## config.mk

```make
export PLATFORM = sky130hd
export DESIGN_NAME = uart_rx
export DESIGN_NICKNAME = d
export VERILOG_FILES = /design/src/rtl/uart_rx.sv
export SDC_FILE = /design/constraint.sdc
export NUM_CORES = 1
export LEC_CHECK = 0
export CORE_MARGIN = 2
export CORE_UTILIZATION = 42
export CTS_CLUSTER_DIAMETER = 40
export DETAILED_ROUTE_END_ITERATION = 8
export PLACE_DENSITY = 0.6
export SYNTH_ARGS = -nofsm -noshare
export SYNTH_HDL_FRONTEND = slang
export SYNTH_SLANG_ARGS = --single-unit
```

## constraint.sdc

```tcl
create_clock -name clk -period 3.3 [get_ports clk]
set_clock_uncertainty 0.05 [all_clocks]
set_input_delay 0.99 -clock clk [delete_from_list [all_inputs] [get_ports clk]]
set_output_delay 0.99 -clock clk [all_outputs]
set_load 0.01 [all_outputs]
```

## src/rtl/uart_rx.sv

```systemverilog
// -----------------------------------------------------------------------------
// uart_rx
//   Asynchronous serial receiver, 8N1, LSB first. It receives the host link for
//   the command parser. The RX pin is synchronized into the clk domain. Each bit
//   is timed with a per-bit counter and sampled at mid-bit. A good byte gives a
//   one-cycle valid strobe. A stop bit sampled low gives a one-cycle framing
//   error strobe.
//
//   Optional feature (compile-time macro):
//     UART_RX_MAJORITY_EN  -- every bit decision (start, data, stop) is the
//                             2-of-3 majority of the synchronized line at cycles
//                             target-2, target-1 and target. Decision timing is
//                             the same as the single-sample build.
//
// Parameters:
//   clk_freq    input clock frequency in Hz
//   baudrate    line rate in bit/s
//   timebase    clock cycles per bit (16-bit range, must be >= 8)
//
// Ports:
//   clk          system clock, rising edge
//   rst          asynchronous, active-high reset
//   i_rx         serial line, idle high, asynchronous to clk
//   o_rx_byte    last correctly received byte, held until the next good byte
//   o_rx_valid   one-cycle pulse: o_rx_byte was updated this cycle
//   o_frame_err  one-cycle pulse: stop bit sampled low
//   o_busy       high whenever the receiver is not idle
// -----------------------------------------------------------------------------
module uart_rx #(
  parameter int unsigned clk_freq = 12000000,
  parameter int unsigned baudrate = 115200,
  parameter int unsigned timebase = clk_freq / baudrate
) (
  input  logic       clk,
  input  logic       rst,
  input  logic       i_rx,
  output logic [7:0] o_rx_byte,
  output logic       o_rx_valid,
  output logic       o_frame_err,
  output logic       o_busy
);

  // The start bit is sampled half a bit after its edge, so the later samples
  // land near the middle of each bit.
  localparam logic [15:0] half_target = 16'((timebase / 2) - 1);
  localparam logic [15:0] bit_target  = 16'(timebase - 1);

  typedef enum logic [2:0] {
    ST_IDLE,
    ST_START,
    ST_DATA,
    ST_STOP,
    ST_WAIT_IDLE
  } state_t;

  state_t      state;
  state_t      state_next;
  logic [15:0] ctr;
  logic [15:0] ctr_next;
  logic [2:0]  bit_idx;
  logic [2:0]  bit_idx_next;
  logic [7:0]  shift;
  logic [7:0]  shift_next;
  logic [7:0]  rx_byte_next;
  logic        rx_valid_next;
  logic        frame_err_next;

  // ---------------------------------------------------------------------------
  // Input synchronizer and edge detector. All three stages reset to the idle
  // level, so releasing reset can never look like a start edge.
  // ---------------------------------------------------------------------------
  logic sync1;
  logic sync2;
  logic prev;
  logic fell;

  always_ff @(posedge clk or posedge rst) begin
    if (rst) begin
      sync1 <= 1'b1;
      sync2 <= 1'b1;
      prev  <= 1'b1;
    end else begin
      // NOTE: all clocked state uses non-blocking assignments. Each register
      // then reads the values from before the edge, so the stages shift by
      // one each cycle and do not collapse into a single stage.
      sync1 <= i_rx;
      sync2 <= sync1;
      prev  <= sync2;
    end
  end

  assign fell = prev & ~sync2;

  // ---------------------------------------------------------------------------
  // Bit value at the sample point
  // ---------------------------------------------------------------------------
  logic bit_val;

`ifdef UART_RX_MAJORITY_EN
  // hist[0] holds the synchronized line one cycle ago and hist[1] two cycles
  // ago. Together with sync2, the vote covers target-2 .. target.
  logic [1:0] hist;

  always_ff @(posedge clk or posedge rst) begin
    if (rst) begin
      hist <= 2'b11;
    end else begin
      hist <= {hist[0], sync2};
    end
  end

  assign bit_val = (hist[1] & hist[0]) | (hist[1] & sync2) | (hist[0] & sync2);
`else
  assign bit_val = sync2;
`endif

  // ---------------------------------------------------------------------------
  // Sample point: half a bit into the start bit, a full bit for the rest.
  // ---------------------------------------------------------------------------
  logic at_target;

  assign at_target = (state == ST_START) ? (ctr == half_target)
                                         : (ctr == bit_target);

  // ---------------------------------------------------------------------------
  // FSM: state register and datapath registers
  // ---------------------------------------------------------------------------
  always_ff @(posedge clk or posedge rst) begin
    if (rst) begin
      state       <= ST_IDLE;
      ctr         <= '0;
      bit_idx     <= '0;
      shift       <= '0;
      o_rx_byte   <= '0;
      o_rx_valid  <= 1'b0;
      o_frame_err <= 1'b0;
    end else begin
      state       <= state_next;
      ctr         <= ctr_next;
      bit_idx     <= bit_idx_next;
      shift       <= shift_next;
      o_rx_byte   <= rx_byte_next;
      o_rx_valid  <= rx_valid_next;
      o_frame_err <= frame_err_next;
    end
  end

  // ---------------------------------------------------------------------------
  // FSM: next-state and datapath logic
  // ---------------------------------------------------------------------------
  always_comb begin
    // NOTE: every output of this block gets a default first. Each path then
    // assigns all of them, so no latch is inferred and the pulses drop back to
    // zero on their own.
    state_next     = state;
    ctr_next       = ctr + 16'd1;
    bit_idx_next   = bit_idx;
    shift_next     = shift;
    rx_byte_next   = o_rx_byte;
    rx_valid_next  = 1'b0;
    frame_err_next = 1'b0;

    unique case (state)
      ST_IDLE: begin
        ctr_next = '0;
        if (fell) begin
          state_next = ST_START;
        end
      end

      ST_START: begin
        if (at_target) begin
          ctr_next = '0;
          if (!bit_val) begin
            state_next   = ST_DATA;
            bit_idx_next = '0;
          end else begin
            // The line was high again at mid-start: treat it as a glitch.
            state_next = ST_IDLE;
          end
        end
      end

      ST_DATA: begin
        if (at_target) begin
          ctr_next     = '0;
          // LSB arrives first: shift in at the top so that after eight
          // samples the first bit has reached bit 0.
          shift_next   = {bit_val, shift[7:1]};
          bit_idx_next = bit_idx + 3'd1;
          if (bit_idx == 3'd7) begin
            state_next = ST_STOP;
          end
        end
      end

      ST_STOP: begin
        if (at_target) begin
          ctr_next = '0;
          if (bit_val) begin
            rx_byte_next  = shift;
            rx_valid_next = 1'b1;
            // Back to idle at mid-stop-bit, so a start edge right after the
            // stop bit is still caught.
            state_next    = ST_IDLE;
          end else begin
            frame_err_next = 1'b1;
            state_next     = ST_WAIT_IDLE;
          end
        end
      end

      ST_WAIT_IDLE: begin
        // A held break reports a single framing error. Wait here until the
        // line is released.
        ctr_next = '0;
        if (sync2) begin
          state_next = ST_IDLE;
        end
      end

      default: begin
        ctr_next   = '0;
        state_next = ST_IDLE;
      end
    endcase
  end

  assign o_busy = (state != ST_IDLE);

endmodule
```

==> results.toml, run 1 <==
[cts]
clock_tree_from_tritoncts = "done"
clk_latency_ns = 0.30
ctsResizeCount = 0
cts-root-to-sink-buffers = 2
clock-sinks = 43
cts_buffers = 5
ctsHoldBuffers = 0
ctsHtreeMaxLevel = 2
clk_root_buffer_cell = "sky130_fd_sc_hd__clkbuf_8"
path_clk_slew_ns = 0.08
cts_setup_buffers = 0

[power]
cellPowerDensity_nw_per_um2 = 407
vdd_drop_max_v = 0.000183
leakagePower_uw = 0.000965
total_power_uw = 899

[setup_path]
path_cells = "or3_1 > clkdlybuf4s50_1"
crit_path_end_kind = "primary output"
critical-path-slowest-cell = "sky130_fd_sc_hd__clkdlybuf4s50_1"
cp_data_required_time_ns = 2.26
critical_path_data_arrival_time_ns = 1.65
crit_path_max_incr_delay_ns = 0.48
criticalPathCategory = "flop to primary output"
startpoint_type = "flop"
critPathMaxFanout = 9

[synthesis]
syn-cell-area_um2 = 1950
post_synth_main_area_contributors = "sky130_fd_sc_hd__dfrtp_1, sky130_fd_sc_hd__mux2_2, sky130_fd_sc_hd__dfstp_2"
synth.avg_cell_area_um2 = 11.8
ys_warn_count = 0
synth-simple-area-share = 0.191
synth_top_flop_cell = "sky130_fd_sc_hd__dfrtp_1"
leading_area_contributor_after_synthesis = "sky130_fd_sc_hd__dfrtp_1"
synth_edf_count = 0
ys_async_sr_fraction = 1.00
synth-compound-area-share = 0.0353
post_synthesis_net_count = 171
post_synth_xor_area_fraction = 0.0539
combinational_family_with_the_most_area_after_synthesis = "simple AND/OR/NAND/NOR gates"
synthMuxAreaShare = 0.123
syn-instance-count = 165
synthDominantCellAreaShare = 0.513
ys_seq_elements = 43
synth-adder-area-share = 0.0193
synth.lib_cells_used.distinct = 36
synth_seq_area_share = 0.554

[sta]
setup-violations-final = 0
slew_violations = 0
period_utilization_post_route = 0.816
timing.slew.headroom = 0.502
fin_worst_hold_slack_ns = 0.309
rsz_0062_raised_after_global_routing = "false"
hold_violations = 0
post_route_minimum_period_ns = 2.69
worst_pin_slew_ns = 0.743
finalSetupTns_ns = 0
timing_limited_maximum_frequency_mhz = 371

[global_route]
grt_first_pass_wirelength_um = 5690
globalRoute.totalOverflow = 0
first_global_vias = 1229
global_route.usage.total = 0.143
grt_start_max_net_pins = 44
antenna_found_initial = 0

[detailed_routing]
via_count = 1254
antenna_nets_post_route = 0
wl_per_cell_um = 14.0
drt_iter0_drc = 71
first_pass_iters = 4
detail_route.wirelength_um = 3280
routed_via_density = 5.36
detail_route.drc_violations = 0

[cells_and_area]
nNetsFinal = 187
flow.area_growth_from_synthesis_pct = 13.3
post_route_cells_drive_above_1_share = 0.203
num_antenna_cells = 0

[run_status]
status = "completed"

[die]
io_pins = 14
initial_core_util = 0.442
chipWidth_um = 72.1
core.rowCount = 24
die-height_um = 72.1
core_box_area_um2 = 4410
fp.dieArea_um2 = 5200

[run]
max_cap_viol_count = 0

[placement]
detailed_place_hpwl_um = 2250
place_congestion = 0.799
count_of_input_and_output_buffers = 13

[min_path]
timing.hold.worst.class = "flop to flop"
[worst max-delay path, delay by kind of cell (launching register included)]
kind / cells / cell delay (ns)
buffers and inverters: 1 / 0.48
flip-flops: 1 / 0.47
AND/OR/NAND/NOR: 1 / 0.40
[flip-flops by register name (all words and copies together), names as in the netlist]
signal       count
o_rx_valid       1
ctr             16
bit_val          1
o_rx_byte        8
o_frame_err      1
bit_idx          3
state            3
shift            8
prev             1
sync1            1
[synthesized netlist by cell type (2+ instances only)]
cell type                   n
sky130_fd_sc_hd__nor2_1    20
sky130_fd_sc_hd__clkbuf_1   2
sky130_fd_sc_hd__nor4b_1    3
sky130_fd_sc_hd__inv_1      3
sky130_fd_sc_hd__or3_1      3
sky130_fd_sc_hd__xnor2_1    8
sky130_fd_sc_hd__dfrtp_1   40
sky130_fd_sc_hd__dfstp_2    3
sky130_fd_sc_hd__mux2_2    19
sky130_fd_sc_hd__a22o_1     2
sky130_fd_sc_hd__ha_1       3
sky130_fd_sc_hd__nor4_1     4
sky130_fd_sc_hd__nand2_1    9
sky130_fd_sc_hd__o21ai_0    3
sky130_fd_sc_hd__a21oi_1    4
sky130_fd_sc_hd__xor2_1     4
sky130_fd_sc_hd__nor3_1     4
sky130_fd_sc_hd__and3_1     2
sky130_fd_sc_hd__buf_2      2
sky130_fd_sc_hd__nand4_1    6
sky130_fd_sc_hd__nand3_1    6
[area by class of cell]
class / instances / area [µm²]
Multi-Input combinational cell: 113 / 822
Inverter: 3 / 11.3
Fill cell: 393 / 2210
Clock buffer: 6 / 72.6
Sequential cell: 43 / 1080
Tap cell: 52 / 65.1
Timing Repair Buffer: 15 / 145
Clock inverter: 2 / 12.5
[logic make-up after synthesis]
logic type                 after synthesis
buffers and inverters                    9
and+or+nand+nor                         66
xor gates and xnor gates                12
adders and majority gates                3
DFF                                     43
muxes                                   21
AOI/OAI and AO/OA                       11
[per-stage QoR]
stage,util,worst slack (ns),cells,cell area [µm²]
finish,0.500,0.607,234,2210
detailed placement,0.481,0.671,226,2120
global placement,0.481,0.760,226,2120
floorplan,-,1.21,165,1950
global route,0.500,0.465,234,2210
CTS,0.500,0.595,234,2210
[cell usage in the layout, fill, tap and decap left out, types with 3 or more instances in the layout]
| cell | count |
|---|---|
| sky130_fd_sc_hd__a21oi_1 | 4 |
| sky130_fd_sc_hd__clkbuf_8 | 5 |
| sky130_fd_sc_hd__clkdlybuf4s50_1 | 13 |
| sky130_fd_sc_hd__dfrtp_1 | 40 |
| sky130_fd_sc_hd__dfstp_2 | 3 |
| sky130_fd_sc_hd__ha_1 | 3 |
| sky130_fd_sc_hd__inv_1 | 3 |
| sky130_fd_sc_hd__mux2_2 | 19 |
| sky130_fd_sc_hd__nand2_1 | 9 |
| sky130_fd_sc_hd__nand3_1 | 6 |
| sky130_fd_sc_hd__nand4_1 | 6 |
| sky130_fd_sc_hd__nor2_1 | 20 |
| sky130_fd_sc_hd__nor3_1 | 4 |
| sky130_fd_sc_hd__nor4_1 | 4 |
| sky130_fd_sc_hd__nor4b_1 | 3 |
| sky130_fd_sc_hd__o21ai_0 | 3 |
| sky130_fd_sc_hd__or3_1 | 3 |
| sky130_fd_sc_hd__xnor2_1 | 8 |
| sky130_fd_sc_hd__xor2_1 | 4 |
[worst paths after layout]
| kind | start | to | slack (ns) | cells past startpoint |
|---|---|---|---|---|
| min in group asynchronous | rst | ctr[12]$_DFF_PP0_ | 1.07 | 3 |
| max in group asynchronous | rst | bit_val$_DFF_PP1_ | 1.76 | 3 |
| hold reg to reg | sync1$_DFF_PP1_ | bit_val$_DFF_PP1_ | 0.31 | 0 |
| setup / recovery | state[2]$_DFFE_PP0P_ | o_busy | 0.61 | 2 |
| hold / removal | sync1$_DFF_PP1_ | bit_val$_DFF_PP1_ | 0.31 | 0 |
| setup reg to reg | ctr[0]$_DFF_PP0_ | shift[7]$_DFFE_PP0P_ | 0.66 | 5 |
[metal layers]
metal | global-route usage | vias up | wire (µm)
li1 | - | 618 | -
met1 | 0.194 | 605 | 1630
met2 | 0.215 | 25 | 1450
met3 | 0.0458 | 6 | 144
met4 | 0.0566 | 0 | 59
met5 | 0 | - | 0
[power breakdown]
part / internal [µW] / switching, µW / total (µW) / leakage [µW]
Clock: 148 / 171 / 318 / 0.0000412
Sequential: 533 / 7.22 / 541 / 0.000589
Combinational: 15.5 / 24.3 / 39.8 / 0.000335
No activity file was read; power rests on OpenSTA's default activity.
==> inputs of run 2 (changes only) <==
Clock period 3.3 ns to 2.6 ns, I/O delays scaled along.
==> run 2 against run 1 <==
Core utilization rose by 0.31 points. Clock power is 28% higher. Critical endpoint unchanged. Highest routed layer unchanged. Worst setup slack worse by 0.49 ns.
==> results.toml, run 2 (synthesis gave the netlist of run 1 again) <==
[placement]
count_of_input_and_output_buffers = 13
preCtsSetupSlack_ns = 0.293
place_congestion = 0.779
detailed_place_hpwl_um = 2330

[sta]
worst_pin_slew_ns = 0.532
timing.slew.headroom = 0.645
rsz_0062_raised_after_global_routing = "false"
timing_limited_maximum_frequency_mhz = 403
setup_ws_ns = 0.119
post_route_minimum_period_ns = 2.48
period_utilization_post_route = 0.954
hold_violations = 0
finalSetupTns_ns = 0
setup-violations-final = 0
slew_violations = 0

[cells_and_area]
num_antenna_cells = 0
multi_input_comb_area_um2 = 828
seqCellArea_um2 = 1080
reg.largest.list = "ctr x16, o_rx_byte x8, shift x8"
total_of_fill_cells_in_the_finished_design = 401
largest_register_ff_count = 16
most-common-layout-cells = "sky130_fd_sc_hd__dfrtp_1, sky130_fd_sc_hd__nor2_1, sky130_fd_sc_hd__mux2_2"
nNetsFinal = 188
post_route_cells_drive_above_1_share = 0.213
leading_cell_type_in_the_layout_fill_and_taps_excluded = "sky130_fd_sc_hd__dfrtp_1"
flow.area_growth_from_synthesis_pct = 14.0
largest-register = "ctr"

[setup_path]
path_buf_inv = 1
cp_data_required_time_ns = 1.77
worst-r2r-setup-slack_ns = 0.44
critPathMaxFanout = 9
path_delay_family = "buffers and inverters"
criticalPathCategory = "flop to primary output"
crit_path_end_kind = "primary output"
rr_endpoint = "o_rx_byte[3]$_DFFE_PP0P_"
critical_path_data_arrival_time_ns = 1.65
worstSetupStartpoint = "state[2]$_DFFE_PP0P_"
r2r_start = "ctr[0]$_DFF_PP0_"
startpoint_type = "flop"
ff2ff_path_depth = 5
path_cells = "or3_1 > clkdlybuf4s50_1"
crit_path_max_incr_delay_ns = 0.48
critical-path-slowest-cell = "sky130_fd_sc_hd__clkdlybuf4s50_1"

[cts]
cts_buffers = 5
clk_root_buffer_cell = "sky130_fd_sc_hd__clkbuf_8"
clock-sinks = 43
ctsHtreeMaxLevel = 2
cts-root-to-sink-buffers = 2
path_clk_slew_ns = 0.08
clk_latency_ns = 0.29
cts_setup_buffers = 0
clock_tree_from_tritoncts = "done"

[global_route]
antenna_found_initial = 0
first_global_vias = 1324
grt_first_pass_wirelength_um = 6060
globalRoute.totalOverflow = 0
grt_start_max_net_pins = 44
global_route.usage.total = 0.150

[detailed_routing]
highest_layer = "met4"
met3_length_um = 130
detail_route.wirelength.met1_um = 1630
met2WireLength_um = 1530
detail_route.wirelength_um = 3330
antenna_nets_post_route = 0
via_count = 1286
routed_via_density = 5.47
first_pass_iters = 4
drt_iter0_drc = 68
detail_route.drc_violations = 0
wl_per_cell_um = 14.2

[die]
die-height_um = 72.1
chipWidth_um = 72.1
core.rowCount = 24
initial_core_util = 0.442
io_pins = 14
core_box_area_um2 = 4410
fp.dieArea_um2 = 5200

[run_status]
status = "completed"

[power]
total_power_uw = 1140
vdd_drop_max_v = 0.000258
cellPowerDensity_nw_per_um2 = 514
leakagePower_uw = 0.000973

[min_path]
min_from = "sync1$_DFF_PP1_"
hold-path-cell-count = 0
timing.hold.worst.class = "flop to flop"
min_delay_worst_endpoint = "bit_val$_DFF_PP1_"

[run]
max_cap_viol_count = 0
-- run 2: changes by cell type in the layout (fill, tap and decap cells not counted), sizes merged --
cell	previous run	this run
buf	2	3
-- run 2: worst register-to-register path: cells and delay by family (launching register included) --
kind                       cells  cell delay [ns]
DFF                            1             0.40
adders and majority gates      1             0.27
and+or+nand+nor                3             0.95
muxes                          1             0.39
-- run 2: layer usage --
layer,track usage,vias to the layer above
met2,0.227,33
li1,-,619
met1,0.208,627
met4,0.0440,0
met5,0,-
met3,0.0458,7
-- run 2: report_power, final --
group / switching (µW) / total (µW) / internal (µW) / leakage (µW)
Clock: 218 / 406 / 188 / 0.0000412
Combinational: 32.0 / 51.9 / 19.9 / 0.000342
Sequential: 8.70 / 686 / 677 / 0.000589
Total: 259 / 1140 / 884 / 0.000973
-- run 2: timing repair --
item	CTS	global route
resized for setup	0	1
endpoints found under the setup margin	0	16
hold buffers	0	0
-- run 2: how the worst max path moves through the flow --
stage                                           to  cells past startpoint
after global routing                        o_busy                      2
after global placement    o_rx_byte[4]$_DFFE_PP0P_                      5
final                                       o_busy                      2
after floorplan               shift[0]$_DFFE_PP0P_                      6
after detailed placement  o_rx_byte[3]$_DFFE_PP0P_                      5
after CTS                                   o_busy                      2
-- run 2: cell type report --
cell class              count  area share
repair buffers             16      0.0687
inverters                   3     0.00507
multi-input cells         113       0.373
flip-flops and latches     43       0.486
clock buffers               6      0.0327
well taps                  52      0.0293
clock inverters             2     0.00563
-- run 2: metrics by stage --
step	utilization	hold WS, ns	instance area, µm²	cells
after floorplan	-	0.295	1950	165
after global placement	0.483	0.299	2130	227
after detailed placement	0.483	0.297	2130	227
after CTS	0.502	0.312	2220	235
after global routing	0.503	0.322	2220	235
final	0.503	0.310	2220	235
==> inputs of run 3 (changes only) <==
Settings changed: ABC_AREA set to 1.
==> run 3 against run 2 <==
Core utilization decreased by 0.43 points. Wire length increased by 12%. Hold slack got worse by 0.0020 ns. Count of clock-buffer cells in the layout decreased by 1. Combinational power increased to 6.6 times the previous value. Worst setup slack improved by 0.12 ns. Design area increased by 6.1%. Maximum frequency increased by 4.9%. Global-route usage increased by 1.5 points. Via count increased by 24%. Power increased by 35%. Critical path type unchanged. Critical endpoint unchanged. Largest power group unchanged.
==> results.toml, run 3 <==
[cells_and_area]
leading_cell_type_in_the_layout_fill_and_taps_excluded = "sky130_fd_sc_hd__nand2_1"
nNetsFinal = 271
largest-register = "ctr"
num_antenna_cells = 0
largest_register_ff_count = 16
post_route_cells_drive_above_1_share = 0.0977
flow.area_growth_from_synthesis_pct = 14.6
postLayoutCoreUtil = 0.499
most-common-layout-cells = "sky130_fd_sc_hd__nand2_1, sky130_fd_sc_hd__dfrtp_1, sky130_fd_sc_hd__nor2_1"
reg.largest.list = "ctr x16, o_rx_byte x8, shift x8"

[synthesis]
synthDominantCellAreaShare = 0.487
synth_seq_area_share = 0.525
synth.avg_cell_area_um2 = 8.36
ys_async_sr_fraction = 1.00
syn-cell-area_um2 = 2060
post_synthesis_net_count = 252
ys_warn_count = 0
ys_seq_elements = 43
synthMostInstantiatedCell = "sky130_fd_sc_hd__nand2_1"
post_synth_main_area_contributors = "sky130_fd_sc_hd__dfrtp_1, sky130_fd_sc_hd__nand2_1, sky130_fd_sc_hd__nor2_1"
synth.lib_cells_used.distinct = 27
leading_area_contributor_after_synthesis = "sky130_fd_sc_hd__dfrtp_1"
synth_top_flop_cell = "sky130_fd_sc_hd__dfrtp_1"
synth_top_cells_by_count = "sky130_fd_sc_hd__nand2_1, sky130_fd_sc_hd__dfrtp_1, sky130_fd_sc_hd__nor2_1, sky130_fd_sc_hd__inv_1"
syn-instance-count = 246
synth_edf_count = 0

[min_path]
min_delay_worst_endpoint = "bit_val$_DFF_PP1_"
min_from = "sync1$_DFF_PP1_"
timing.hold.worst.class = "flop to flop"
hold-path-cell-count = 0

[setup_path]
path_cells = "nor2_1 > nand2_1 > clkdlybuf4s50_1"
startpoint_type = "flop"
worst-r2r-setup-slack_ns = 0.77
crit_path_end_kind = "primary output"
path_buf_inv = 1
crit_path_max_incr_delay_ns = 0.49
critPathMaxFanout = 5
ff2ff_path_depth = 10
cp_data_required_time_ns = 1.77
r2r_start = "state[2]$_DFFE_PP0P_"
rr_endpoint = "shift[7]$_DFFE_PP0P_"
criticalPathCategory = "flop to primary output"
path_delay_family = "buffers and inverters"
critical-path-slowest-cell = "sky130_fd_sc_hd__clkdlybuf4s50_1"
critical_path_data_arrival_time_ns = 1.53

[detailed_routing]
antenna_nets_post_route = 0
detail_route.wirelength_um = 3740
routed_via_density = 4.78
wl_per_cell_um = 11.2
drt_iter0_drc = 49
detail_route.drc_violations = 0
first_pass_iters = 4
via_count = 1592

[cts]
clk_root_buffer_cell = "sky130_fd_sc_hd__clkbuf_8"
cts-root-to-sink-buffers = 2
ctsHoldBuffers = 0
cts_setup_buffers = 0
clock_tree_from_tritoncts = "done"
path_clk_slew_ns = 0.08
cts_buffers = 5
ctsResizeCount = 0
clk_latency_ns = 0.31
clock-sinks = 43
ctsHtreeMaxLevel = 2

[power]
total_power_uw = 1540
vdd_drop_max_v = 0.000457
leakagePower_uw = 0.00112
cellPowerDensity_nw_per_um2 = 652

[run_status]
status = "completed"

[placement]
detailed_place_hpwl_um = 2760
count_of_input_and_output_buffers = 13
place_congestion = 0.807

[sta]
period_utilization_post_route = 0.909
rsz_0062_raised_after_global_routing = "false"
timing_limited_maximum_frequency_mhz = 423
worst_pin_slew_ns = 0.631
finalSetupTns_ns = 0
slew_violations = 0
timing.slew.headroom = 0.577
hold_violations = 0
setup-violations-final = 0
post_route_minimum_period_ns = 2.36

[die]
initial_core_util = 0.435
io_pins = 14
core_box_area_um2 = 4720
fp.dieArea_um2 = 5470
core.rowCount = 25
die-height_um = 74.0
chipWidth_um = 74.0

[global_route]
global_route.usage.total = 0.165
first_global_vias = 1536
grt_first_pass_wirelength_um = 6890
antenna_found_initial = 0
grt_start_max_net_pins = 28
globalRoute.totalOverflow = 0

[run]
max_cap_viol_count = 0
==> run 3: cell type report <==
cell class	instances	area, µm²
multi-input combinational	174	842
timing repair buffer	16	165
sequential	43	1080
fill	471	2370
clock buffer	5	68.8
tap	67	83.8
inverter	25	93.8
clock inverter	3	23.8
==> run 3: through the flow <==
step / hold slack (ns) / std cells / setup WS (ns) / area [µm²]
2_1_floorplan: 0.295 / 246 / 0.772 / 2060
5_1_grt: 0.312 / 333 / 0.0922 / 2360
4_1_cts: 0.310 / 333 / 0.222 / 2360
3_5_place_dp: 0.298 / 325 / 0.567 / 2260
3_3_place_gp: 0.297 / 325 / 0.597 / 2260
6_report: 0.308 / 333 / 0.236 / 2360
==> run 3: cell families after synthesis <==
logic type / synth area share
AOI/OAI and AO/OA: 0.0213
xor gates and xnor gates: 0.0170
adders and majority gates: 0.0183
buffers and inverters: 0.0657
DFF: 0.525
and+or+nand+nor: 0.353
==> run 3: how the worst max path moves through the flow <==
| stage | from | end | cells after the start |
|---|---|---|---|
| floorplan | rst | bit_idx[0]$_DFFE_PP0P_ | 1 |
| global placement | state[0]$_DFFE_PP0P_ | o_busy | 3 |
| detailed placement | state[0]$_DFFE_PP0P_ | o_busy | 3 |
| CTS | state[0]$_DFFE_PP0P_ | o_busy | 3 |
| global route | state[0]$_DFFE_PP0P_ | o_busy | 3 |
| finish | state[0]$_DFFE_PP0P_ | o_busy | 3 |
==> run 3: metal layers <==
layer | routed length (µm) | global-route usage | share of wire | vias to the layer above
met2 | 1700 | 0.257 | 0.45 | 29
met5 | 0 | 0 | 0 | -
met1 | 1820 | 0.225 | 0.49 | 742
met4 | 57 | 0.0545 | 0.015 | 0
li1 | - | - | - | 817
met3 | 166 | 0.0447 | 0.044 | 4
==> run 3: worst register-to-register path, cell delays in order, from the launching register on <==
cell                       delay, ns
sky130_fd_sc_hd__dfrtp_1        0.41
sky130_fd_sc_hd__inv_1          0.14
sky130_fd_sc_hd__nand3b_4       0.10
sky130_fd_sc_hd__o21bai_2       0.11
sky130_fd_sc_hd__buf_4          0.20
sky130_fd_sc_hd__nand3_2        0.16
sky130_fd_sc_hd__nor2_2         0.10
sky130_fd_sc_hd__buf_4          0.17
sky130_fd_sc_hd__inv_1          0.14
sky130_fd_sc_hd__nand2_1        0.10
sky130_fd_sc_hd__nand2_1        0.05
==> run 3: where the power goes <==
group	total (µW)	internal [µW]	leakage, µW	switching, µW
logic	343	114	0.000496	230
registers	753	708	0.000585	44.6
clock network	441	192	0.0000408	249
total	1540	1010	0.00112	523
